`src/rtl/usb_defs_pkg.sv`:
```
`default_nettype none
// ---------------------------------------------------------------------------
// usb_defs_pkg : PID codes, endpoint constants, status and state encodings
// Rev 1.0
// ---------------------------------------------------------------------------
package usb_defs_pkg;

  localparam logic [3:0] PID_OUT   = 4'h1;
  localparam logic [3:0] PID_IN    = 4'h9;
  localparam logic [3:0] PID_DATA0 = 4'h3;
  localparam logic [3:0] PID_DATA1 = 4'hB;
  localparam logic [3:0] PID_NAK   = 4'hA;

  localparam int         EP_W      = 4;
  localparam logic [3:0] EP_CTRL   = 4'd0;

  typedef enum logic [1:0] {
    ST_OK      = 2'd0,
    ST_NAK     = 2'd1,
    ST_TIMEOUT = 2'd2,
    ST_LEN_ERR = 2'd3
  } xfer_status_e;

  typedef enum logic [2:0] {
    S_IDLE     = 3'd0,
    S_TOKEN    = 3'd1,
    S_TOK_GAP  = 3'd2,
    S_DATA     = 3'd3,
    S_DATA_GAP = 3'd4,
    S_WAIT_RSP = 3'd5,
    S_RX       = 3'd6,
    S_DONE     = 3'd7
  } xfer_state_e;

endpackage
`default_nettype wire

```
`src/rtl/usb_host_toggle_tbl.sv`:
```
`default_nettype none
// ---------------------------------------------------------------------------
// usb_host_toggle_tbl : per-endpoint DATA0/DATA1 toggle bits, read + flip port
// Rev 1.0
// ---------------------------------------------------------------------------
module usb_host_toggle_tbl #(
  parameter int NUM_EP = 16,
  parameter int EP_W   = 4
) (
  input  logic            clk,
  input  logic            rst,
  input  logic [EP_W-1:0] i_rd_ep,
  output logic            o_rd_bit,
  input  logic            i_flip,
  input  logic [EP_W-1:0] i_flip_ep
);

  logic [NUM_EP-1:0] w_tog;

  for (genvar i = 0; i < NUM_EP; i++) begin : g_tog
    logic r_bit;
    always_ff @(posedge clk or posedge rst) begin
      if (rst) begin
        r_bit <= 1'b0;
      end else if (i_flip && (i_flip_ep == EP_W'(i))) begin
        r_bit <= ~r_bit;
      end
    end
    assign w_tog[i] = r_bit;
  end

  // Endpoints beyond NUM_EP read as DATA0
  always_comb begin
    o_rd_bit = 1'b0;
    for (int i = 0; i < NUM_EP; i++) begin
      if (i_rd_ep == EP_W'(i)) o_rd_bit = w_tog[i];
    end
  end

endmodule
`default_nettype wire

```
`src/rtl/usb_host_xfer_engine.sv`:
```
`default_nettype none
// ---------------------------------------------------------------------------
// usb_host_xfer_engine : one-at-a-time OUT/IN transaction initiator
// Rev 1.0
// ---------------------------------------------------------------------------
module usb_host_xfer_engine
  import usb_defs_pkg::*;
#(
  parameter int MAX_PKT = 64,
  parameter int TIMEOUT = 256,
  parameter int NUM_EP  = 16
) (
  input  logic        clk,
  input  logic        rst,
  input  logic        cmd_valid,
  output logic        cmd_ready,
  input  logic        cmd_dir,
  input  logic [6:0]  cmd_addr,
  input  logic [3:0]  cmd_ep,
  input  logic [15:0] cmd_len,
  input  logic [7:0]  wr_data,
  input  logic        wr_valid,
  output logic        wr_ready,
  output logic [7:0]  rd_data,
  output logic        rd_valid,
  output logic        done,
  output logic [1:0]  status,
  output logic [15:0] rx_count,
  output logic        pkt_valid,
  output logic [3:0]  pid,
  output logic [6:0]  addr,
  output logic [3:0]  ep,
  output logic [7:0]  data,
  output logic        data_valid,
  output logic [15:0] data_len,
  output logic        crc_err,
  input  logic        dev_tx_valid,
  input  logic [3:0]  dev_tx_pid,
  input  logic [7:0]  dev_tx_data,
  input  logic [15:0] dev_tx_len
);

  localparam logic [15:0] c_max_len  = 16'(MAX_PKT);
  localparam logic [15:0] c_tmo_last = 16'(TIMEOUT - 1);

  xfer_state_e  r_state, w_next;
  logic         r_pend, r_cmd_dir, r_dstb;
  logic [6:0]   r_cmd_addr;
  logic [3:0]   r_cmd_ep;
  logic [15:0]  r_cmd_len, r_cnt, r_n;
  logic         w_accept, w_consume, w_flip, w_tog;
  logic [15:0]  w_cnt_inc, w_rx_n;

  logic         r_cmd_ready, r_pkt_valid, r_hdv, r_rd_valid, r_done;
  logic [3:0]   r_pid, r_hep;
  logic [6:0]   r_haddr;
  logic [7:0]   r_hdata, r_rd_data;
  logic [15:0]  r_hlen, r_rx_count;
  xfer_status_e r_status;

  logic         w_cmd_ready, w_pkt_valid, w_hdv, w_rd_valid, w_done;
  logic [3:0]   w_pid, w_hep;
  logic [6:0]   w_haddr;
  logic [7:0]   w_hdata, w_rd_data;
  logic [15:0]  w_hlen, w_rx_count;
  xfer_status_e w_status;

  assign w_accept  = cmd_valid && r_cmd_ready;
  assign w_consume = (r_state == S_DATA) && !r_dstb && wr_valid;
  assign w_cnt_inc = r_cnt + 16'd1;
  assign w_rx_n    = (dev_tx_len > c_max_len) ? c_max_len : dev_tx_len;
  assign wr_ready  = w_consume;

  assign w_flip = ((r_state == S_DATA_GAP) && (w_cnt_inc == r_cmd_len)) ||
                  ((r_state == S_RX) && (w_cnt_inc == r_n)) ||
                  ((r_state == S_WAIT_RSP) && dev_tx_valid &&
                   (dev_tx_pid != PID_NAK) && (w_rx_n == 16'd0));

  usb_host_toggle_tbl #(.NUM_EP(NUM_EP), .EP_W(EP_W)) u_toggle (
    .clk      (clk),
    .rst      (rst),
    .i_rd_ep  (r_cmd_ep),
    .o_rd_bit (w_tog),
    .i_flip   (w_flip),
    .i_flip_ep(r_cmd_ep)
  );

  always_ff @(posedge clk or posedge rst) begin
    if (rst) r_state <= S_IDLE;
    else     r_state <= w_next;
  end

  always_comb begin
    w_next = r_state;
    unique case (r_state)
      S_IDLE:     if (r_pend) w_next = (!r_cmd_dir && (r_cmd_len > c_max_len)) ? S_DONE : S_TOKEN;
      S_TOKEN:    w_next = S_TOK_GAP;
      S_TOK_GAP:  begin
        if (r_cmd_dir)                w_next = S_WAIT_RSP;
        else if (r_cmd_len == 16'd0)  w_next = S_DONE;
        else                          w_next = S_DATA;
      end
      S_DATA:     if (r_dstb) w_next = S_DATA_GAP;
      S_DATA_GAP: w_next = (w_cnt_inc == r_cmd_len) ? S_DONE : S_DATA;
      // A response arriving on the last timeout cycle still wins
      S_WAIT_RSP: begin
        if (dev_tx_valid)
          w_next = ((dev_tx_pid == PID_NAK) || (w_rx_n == 16'd0)) ? S_DONE : S_RX;
        else if (r_cnt == c_tmo_last)
          w_next = S_DONE;
      end
      S_RX:       if (w_cnt_inc == r_n) w_next = S_DONE;
      S_DONE:     w_next = S_IDLE;
      default:    w_next = S_IDLE;
    endcase
  end

  always_ff @(posedge clk or posedge rst) begin
    if (rst) begin
      r_pend     <= 1'b0;
      r_cmd_dir  <= 1'b0;
      r_cmd_addr <= '0;
      r_cmd_ep   <= '0;
      r_cmd_len  <= '0;
      r_dstb     <= 1'b0;
      r_cnt      <= '0;
      r_n        <= '0;
    end else begin
      if (w_accept) begin
        r_pend     <= 1'b1;
        r_cmd_dir  <= cmd_dir;
        r_cmd_addr <= cmd_addr;
        r_cmd_ep   <= cmd_ep;
        r_cmd_len  <= cmd_len;
      end else if (r_state == S_IDLE) begin
        r_pend <= 1'b0;
      end
      r_dstb <= w_consume;
      if ((r_state == S_TOK_GAP) || ((r_state == S_WAIT_RSP) && dev_tx_valid))
        r_cnt <= '0;
      else if ((r_state == S_DATA_GAP) || (r_state == S_RX) || (r_state == S_WAIT_RSP))
        r_cnt <= w_cnt_inc;
      if ((r_state == S_WAIT_RSP) && dev_tx_valid) r_n <= w_rx_n;
    end
  end

  // Next values of the registered outputs
  always_comb begin
    w_cmd_ready = (w_next == S_IDLE) && !w_accept;
    w_pkt_valid = 1'b0;
    w_pid       = '0;
    w_haddr     = '0;
    w_hep       = '0;
    w_hdata     = '0;
    w_hdv       = 1'b0;
    w_hlen      = '0;
    w_rd_valid  = 1'b0;
    w_rd_data   = '0;
    w_done      = (w_next == S_DONE);
    w_status    = r_status;
    w_rx_count  = w_accept ? 16'd0 : r_rx_count;
    if (w_next == S_TOKEN) begin
      w_pkt_valid = 1'b1;
      w_pid       = r_cmd_dir ? PID_IN : PID_OUT;
      w_haddr     = r_cmd_addr;
      w_hep       = r_cmd_ep;
      w_hlen      = r_cmd_dir ? 16'd0 : r_cmd_len;
    end
    if (w_consume) begin
      w_pkt_valid = 1'b1;
      w_hdv       = 1'b1;
      w_pid       = w_tog ? PID_DATA1 : PID_DATA0;
      w_haddr     = r_cmd_addr;
      w_hep       = r_cmd_ep;
      w_hdata     = wr_data;
      w_hlen      = r_cmd_len;
    end
    if (r_state == S_RX) begin
      w_rd_valid = 1'b1;
      w_rd_data  = dev_tx_data;
    end
    if (w_done) begin
      unique case (r_state)
        S_IDLE:     w_status = ST_LEN_ERR;
        S_WAIT_RSP: begin
          if (!dev_tx_valid)                w_status = ST_TIMEOUT;
          else if (dev_tx_pid == PID_NAK)   w_status = ST_NAK;
          else                              w_status = ST_OK;
        end
        default:    w_status = ST_OK;
      endcase
      if (r_state == S_RX) w_rx_count = r_n;
    end
  end

  always_ff @(posedge clk or posedge rst) begin
    if (rst) begin
      r_cmd_ready <= 1'b1;
      r_pkt_valid <= 1'b0;
      r_pid       <= '0;
      r_haddr     <= '0;
      r_hep       <= '0;
      r_hdata     <= '0;
      r_hdv       <= 1'b0;
      r_hlen      <= '0;
      r_rd_valid  <= 1'b0;
      r_rd_data   <= '0;
      r_done      <= 1'b0;
      r_status    <= ST_OK;
      r_rx_count  <= '0;
    end else begin
      r_cmd_ready <= w_cmd_ready;
      r_pkt_valid <= w_pkt_valid;
      r_pid       <= w_pid;
      r_haddr     <= w_haddr;
      r_hep       <= w_hep;
      r_hdata     <= w_hdata;
      r_hdv       <= w_hdv;
      r_hlen      <= w_hlen;
      r_rd_valid  <= w_rd_valid;
      r_rd_data   <= w_rd_data;
      r_done      <= w_done;
      r_status    <= w_status;
      r_rx_count  <= w_rx_count;
    end
  end

  assign cmd_ready  = r_cmd_ready;
  assign pkt_valid  = r_pkt_valid;
  assign pid        = r_pid;
  assign addr       = r_haddr;
  assign ep         = r_hep;
  assign data       = r_hdata;
  assign data_valid = r_hdv;
  assign data_len   = r_hlen;
  assign rd_valid   = r_rd_valid;
  assign rd_data    = r_rd_data;
  assign done       = r_done;
  assign status     = r_status;
  assign rx_count   = r_rx_count;
  assign crc_err    = 1'b0;

endmodule
`default_nettype wire

```
`config.mk`:
```
export PLATFORM = sky130hd
export DESIGN_NAME = usb_host_xfer_engine
export DESIGN_NICKNAME = d
export VERILOG_FILES = /design/src/rtl/usb_defs_pkg.sv /design/src/rtl/usb_host_toggle_tbl.sv /design/src/rtl/usb_host_xfer_engine.sv
export SDC_FILE = /design/constraint.sdc
export NUM_CORES = 1
export LEC_CHECK = 0
export ABC_CLOCK_PERIOD_IN_PS = 5600
export CELL_PAD_IN_SITES_DETAIL_PLACEMENT = 1
export CELL_PAD_IN_SITES_GLOBAL_PLACEMENT = 2
export CORE_ASPECT_RATIO = 1.5
export CORE_MARGIN = 8
export CORE_UTILIZATION = 35
export CTS_BUF_LIST = sky130_fd_sc_hd__clkbuf_4 sky130_fd_sc_hd__clkbuf_8
export CTS_CLUSTER_SIZE = 30
export DETAILED_ROUTE_END_ITERATION = 10
export PLACE_DENSITY_LB_ADDON = 0.1
export SLEW_MARGIN = 25
export SYNTH_ARGS = -nofsm -noshare
export SYNTH_HDL_FRONTEND = slang
export SYNTH_SLANG_ARGS = --single-unit
export TNS_END_PERCENT = 30
```
`constraint.sdc`:
```
create_clock -name clk -period 5.6 [get_ports clk]
set_input_delay 0.56 -clock clk [delete_from_list [all_inputs] [get_ports clk]]
set_output_delay 0.56 -clock clk [all_outputs]
set_load 0.005 [all_outputs]
```
Yosys cells after proc, flatten, opt, wreduce, memory -nomap -nowiden
Index checks and enable logic that the tools add are counted.
Widths: inputs -> output; s select.
{"block": "word_totals", "input_bits": 69, "latch_bits": 0, "wordCells": 183, "ff_bits": 151, "ramBits": 0, "output_inout_bits": 72, "rom_bits": 0, "mem_count": 0}
{"block": "op_classes", "n_shift": 0, "mux": 55, "addsub": 1, "n_lt_le_gt_ge": 2, "multipliers": 0, "bitwise": 16, "n_eq_ne": 29, "reduce_logical": 42, "n_div": 0}
{"cell": "$mux 16", "count": 9}
{"cell": "$eq 4x4->1 const B", "count": 9}
{"cell": "$eq 16x16->1", "count": 2}
{"cell": "$gt 16x7->1 const B", "count": 2}
{"cell": "$logic_not 16->1", "count": 2}
{"cell": "$mux 3", "count": 9}
{"cell": "$logic_and 1x1->1", "count": 26}
{"cell": "$mux 1", "count": 24}
{"cell": "$mux 4", "count": 6}
{"cell": "$pmux 3 s8", "count": 1}
{"cell": "$add 16x1->16 const B", "count": 1}
{"cell": "$eq 16x8->1 const B", "count": 1}
{"cell": "$eq 4x3->1 const B", "count": 4}
{"cell": "$mux 8", "count": 2}
{"cell": "$not 1->1", "count": 16}
{"cell": "$eq 3x3->1 const B", "count": 5}
{"cell": "$mux 7", "count": 2}
{"cell": "$eq 4x2->1 const B", "count": 2}
{"cell": "$eq 3x1->1 const B", "count": 2}
{"cell": "$eq 3x2->1 const B", "count": 2}
{"cell": "$logic_not 3->1", "count": 2}
{"cell": "$logic_or 1x1->1", "count": 6}
{"cell": "$eq 4x1->1 const B", "count": 1}
{"cell": "$logic_not 4->1", "count": 1}
{"cell": "5 further kinds", "count": 8}

Longest topological paths before layout
{"block": "logic_depth", "word_depth": 19, "ltp_mapped": 12, "mapped_depth_nobuf": 9}

By module
Synthesis repeated with hierarchy kept, for this count alone.
{"block": "unflattened", "hier_cells": 684, "hier_area_um2": 7110.6}
{"module": "usb_host_xfer_engine", "cells_per_inst": 601, "n_inst": 1, "area_each_um2": 6252.2}
{"module": "usb_host_toggle_tbl", "cells_per_inst": 83, "n_inst": 1, "area_each_um2": 858.3}

Worst setup path after synthesis
Ideal clock, no wire load.
{"block": "synth_path", "path_kind": "reg2reg", "from": "register r_cnt[1]", "to": "register r_status[0], in the netlist status[0]", "arrival_ns": 2.785, "period_less_slack_ns": 2.910, "t_required_ns": 5.475, "path_stages_with_launch": 12, "path_slack_ns": 2.690, "n_path_buf": 2, "cell_sequence": "dfrtp_1 ha_1 buf_2 and4_1 buf_2 nand4_1 nor3_1 o211ai_1 nor4_4 o22a_2 o21a_2 mux2_2"}
{"block": "synth_via", "elab_chain_cells": 5, "word_cells_on_any_way": 10, "classes_between": "add/sub: 1; eq/ne: 4; mux: 5"}
{"item": "from (decl)", "line_no": "usb_host_xfer_engine.sv:50", "text": "logic [15:0] r_cmd_len, r_cnt, r_n;"}
{"item": "from (signal assigned)", "line_no": "usb_host_xfer_engine.sv:142", "text": "r_cnt <= w_cnt_inc;"}
{"item": "$add 16x1->16 or $eq 16x8->1 (tied branches)", "line_no": "usb_host_xfer_engine.sv:70, usb_host_xfer_engine.sv:109"}
{"item": "$eq 16x16->1 or $mux 3 (tied branches)", "line_no": "usb_host_xfer_engine.sv:112, usb_host_xfer_engine.sv:109"}
{"item": "$mux 3, on equally long branches", "line_no": "usb_host_xfer_engine.sv:112, usb_host_xfer_engine.sv:107"}
{"item": "$pmux 3 s8 (*)", "line_no": "usb_host_xfer_engine.sv:95", "text": "unique case (r_state)"}
{"item": "named net w_next[0]", "line_no": "usb_host_xfer_engine.sv:46", "text": "xfer_state_e r_state, w_next;"}
{"item": "$eq 3x3->1 (*)", "line_no": "usb_host_xfer_engine.sv:159", "text": "w_done = (w_next == S_DONE);"}
{"item": "named net w_done", "line_no": "usb_host_xfer_engine.sv:61", "text": "logic w_cmd_ready, w_pkt_valid, w_hdv, w_rd_valid, w_done;"}
{"item": "to (signal assigned)", "line_no": "usb_host_xfer_engine.sv:223", "text": "r_status <= w_status;"}
{"item": "to (decl)", "line_no": "usb_host_xfer_engine.sv:59", "text": "xfer_status_e r_status;"}
The timed path passes the listed nets; every way through them passes the cells marked *.
A chain may end at the register's enable or synchronous reset.

Final worst setup path
{"block": "layout_path", "from": "register r_cnt[0]", "to": "register r_haddr[6], in the netlist addr[6]"}
{"block": "layout_via", "elab_chain_cells": 7, "word_cells_on_any_way": 12, "classes_between": "add/sub: 1; eq/ne: 4; mux: 7"}
{"item": "$add 16x1->16 or $eq 16x8->1 (tied branches)", "line_no": "usb_host_xfer_engine.sv:70, usb_host_xfer_engine.sv:109"}
{"item": "$eq 16x16->1 or $mux 3 (tied branches)", "line_no": "usb_host_xfer_engine.sv:112, usb_host_xfer_engine.sv:109"}
{"item": "$mux 3, on equally long branches", "line_no": "usb_host_xfer_engine.sv:112, usb_host_xfer_engine.sv:107"}
{"item": "$pmux 3 s8 (*)", "line_no": "usb_host_xfer_engine.sv:95"}
{"item": "named net w_next[0]", "line_no": "usb_host_xfer_engine.sv:46"}
{"item": "$eq 3x1->1 (*)", "line_no": "usb_host_xfer_engine.sv:162", "text": "if (w_next == S_TOKEN) begin"}
{"item": "$mux 7 (*)", "line_no": "usb_host_xfer_engine.sv:162"}
{"item": "$mux 7 (*)", "line_no": "usb_host_xfer_engine.sv:169", "text": "if (w_consume) begin"}
{"item": "named net w_haddr[6]", "line_no": "usb_host_xfer_engine.sv:63", "text": "logic [6:0] w_haddr;"}
{"item": "to (signal assigned)", "line_no": "usb_host_xfer_engine.sv:215", "text": "r_haddr <= w_haddr;"}
{"item": "to (decl)", "line_no": "usb_host_xfer_engine.sv:56", "text": "logic [6:0] r_haddr;"}
Marked as above.

==> summary by stage <==
Routing
The ratio of routed vias to standard cells is 5.37. The highest layer touched by signal routing is met4. After detailed routing, the total wire length is 23,900 um. The wire length per cell is 21.7 um. The initial detailed-routing violation count is 308. The number of design rule violations left after detail routing is 0.

The routed design uses 13,200 um of met2 wire. The routed layout has 5,926 vias. After detailed routing, the wire length on met1 is 9060 um. The first-pass iteration count of the detailed router is 4.

In the detailed route, the total length drawn on met3 is 1030 um. The detail route stage leaves a number of antenna-violating nets equal to 0.

Worst hold path
The tightest min-delay check is of the in2async type.

Yosys
Yosys mapped a number of flops with a built-in enable equal to 0. The largest total area in the synthesized netlist belongs to dfrtp_1. The average instance in the mapped netlist occupies 10.7 sq um. The post-synthesis cell type count is 82. The post-synth design cell area is 7650 sq um. In the post-synthesis netlist, the cell with the most instances is dfrtp_1. The number of storage elements in the synthesis netlist is 147. Sorting the synthesized cells by area gives the leading types as dfrtp_1 (48%), mux2_2 (4.7%), nand2_1 (3.4%). In the synthesized netlist the async set-or-reset flop fraction comes to 100%. Of the post-synthesis cell area, the dominant cell type holds 47.8%.

For this run, the number of Yosys warnings is 0. The share of the Yosys chip area taken by registers is 48.1%. The commonest cells after synthesis are dfrtp_1 (146), nand2_1 (70), o21ai_0 (40), mux2_2 (32), nor2b_1 (31).

The leading register cell type out of synthesis is dfrtp_1. Synthesis produced a netlist whose cell count is 713.

Setup path
In this run the critical register-to-register path is launched from r_cnt[0]. Across all register-to-register paths, the minimum setup slack is 1.61 ns. The data required time at the worst endpoint is 5.92 ns. STA classifies the critical path startpoint as a register.

Along the worst path, the maximum fanout reaches 33. The data arrival time of the critical path is 4.31 ns. The setup path with the least slack is of type reg2reg. The critical register-to-register path endpoint is addr[6]. The capturing element type of the critical path is a register. Counting cells, the worst reg-to-reg path comes to 10.

Layout
The total number of nets in the final design is 891. The fraction of layout instances using a drive strength above 1 is 13.0%. The number of fill cells in the layout is 2,311. Relative to the synthesized area, the layout overhead comes to 25.1%.

Summing all multi-input logic gate instances after layout gives 3660 sq um. The sequential cell area in the final layout is 3680 sq um. The number of antenna diodes in the final layout is 0.

GRT
The first global-routing pass estimated 38,000 um of wire. The number of global-route vias before repair is 6,609. In the global route stage, overall resource usage came out at 18.5%. The number of antenna violations at the first check in global routing is 0. The total global routing overflow is 0. The pin count of the biggest net entering global routing is 102.

STA
Setup repair after global routing left no endpoint under its margin. In the finished design, the share of the clock period the worst path needs comes to 71.2%. Setup violations remaining at the end of the flow were counted as 0. The worst slew slack as a fraction of its limit is 42.6%. The smallest setup slack after layout is 1.61 ns. The maximum clock skew at final layout is 0.0167 ns. The final setup TNS is 0 ns. The maximum operating frequency is 0.251 GHz. The number of hold violations in the final report is 0. The max-slew violation count is 0.

For the pin with the worst max-slew slack, the measured transition is 0.860 ns. The time the worst path needs with I/O delays and setup is 3.99 ns.

Die
The core box area is 21,600 sq um. The starting density of the core is 35.5%. The die covers 26,900 sq um. The number of top-level pins is 141. In this run the horizontal extent of the chip is 137 um.

The die is 197 um tall. The count of standard-cell rows is 66.

Power
In this run the power density over the cells is 427 nW/um^2. The worst voltage drop across the vdd grid is 0.157 mV. The analysis attributes to cell leakage a power of 0.00382 uW.

Clock tree
Counting along the longest clock path gives a buffer depth of 2. The clock latency reported for the late side of the worst-skew pair is 0.47 ns. After clock tree synthesis, the clock-pin slew on the worst setup and hold paths is 0.08 ns. Clock tree synthesis found a total of 147 sinks.

TritonCTS built the clock tree. Buffers inserted to repair hold after CTS numbered 0. The number of levels the H-tree was split into is 4. The post-CTS setup-driven buffer insertion count is 0. The number of buffers created by CTS is 17. The buffer cell driving the clock tree root is clkbuf_8. Post-CTS repair changed the size of 0 cells.

Placed design
Once detailed placement completed, the half-perimeter wirelength came to 17,800 um. The count of buffers from port buffering is 138. The final RePlAce weighted congestion is 0.867. The worst slack at placement is 1.58 ns.

Job
The number of violations of the max-capacitance limit is 0.

Status
The flow ran to the end, and the final reports show no timing, DRC or antenna violations.
-- state kept, by name, indices dropped and copies added (netlist names), 4 cells and up --
name	flops
r_cmd_len	16
u_toggle.g_tog.r_bit	16
rx_count	16
data	8
r_n	16
r_cnt	16
addr	7
rd_data	8
r_cmd_addr	7
ep	4
data_len	16
r_cmd_ep	4
-- cell type report --
class	instances	area share [%]
Tap cell	272	3.56
Timing Repair Buffer	142	15.0
Clock inverter	13	1.94
Clock buffer	17	2.45
Sequential cell	147	38.5
Inverter	9	0.405
Multi-Input combinational cell	504	38.2
-- kinds of logic (layout without fill, tap and decap cells) --
group | Yosys count | in the layout | share of synthesized area [%]
fa+ha+maj | 1 | 1 | 0.164
flops | 147 | 147 | 48.1
other cells | 1 | 2 | 0.0490
compound gates | 145 | 145 | 14.4
xor+xnor | 50 | 50 | 6.09
mux | 40 | 40 | 6.41
simple gates | 266 | 266 | 20.4
buf+inv | 63 | 181 | 4.34
-- stage by stage --
stage                     utilization, %  hold slack (ns)  area [sq um]  total power (uW)  cells
after floorplan                        -            0.436          7650              2460    714
after global placement              42.3            0.450          9110              3170   1073
after detailed placement            42.3            0.461          9110              3220   1073
after CTS                           44.2            0.477          9530              4170   1103
after global routing                44.4            0.404          9570              4380   1104
final                               44.4            0.428          9570              4080   1104
-- critical path: stages, from the launching register on --
cell and delay, ns:
dfrtp_1 0.60, ha_1 0.52, and4_1 0.43, nand4_1 0.27, and3_1 0.30, o211ai_1 0.27
nor4_4 0.07, buf_4 0.25, o22a_2 0.31, a21oi_1 0.69, nor2b_1 0.11
-- layer usage --
| metal | up-vias | global-route usage [%] |
|---|---|---|
| li1 | 2770 | - |
| met1 | 2998 | 20.0 |
| met2 | 125 | 33.5 |
| met3 | 33 | 3.97 |
| met4 | 0 | 8.45 |
| met5 | - | 0 |
-- power breakdown --
group / internal (uW) / switching, uW / total, uW
Sequential: 1380 / 368 / 1740
Combinational: 770 / 651 / 1420
Clock: 481 / 437 / 917
-- worst max path at each step --
stage          startpoint      end
2_1_floorplan         rst  addr[0]
3_3_place_gp     r_cnt[0]  addr[2]
3_5_place_dp     r_cnt[0]  addr[6]
4_1_cts          r_cnt[0]    ep[2]
5_1_grt          r_cnt[0]    ep[2]
6_report         r_cnt[0]  addr[6]
-- placed cells by master (no fill, tap or decap), types with 5 or more instances in the layout --
cell and instances:
xor2_1 28, and2_1 29, a22o_1 9, inv_1 8, nor4_1 9, xnor2_1 20, a2111oi_2 10, clkbuf_8 17
nand2b_1 10, nand4_1 7, dfrtp_1 146, o21ai_0 40, a21oi_1 23, nand3_1 18, and4_1 6, o31ai_1 9
nand2_1 69, mux2_2 32, nor2b_1 31, a2111oi_1 5, or3_1 6, and3_1 10, nor2_1 21, clkdlybuf4s50_1 138
nor3_1 16
Power figures use the tool's default switching activity.
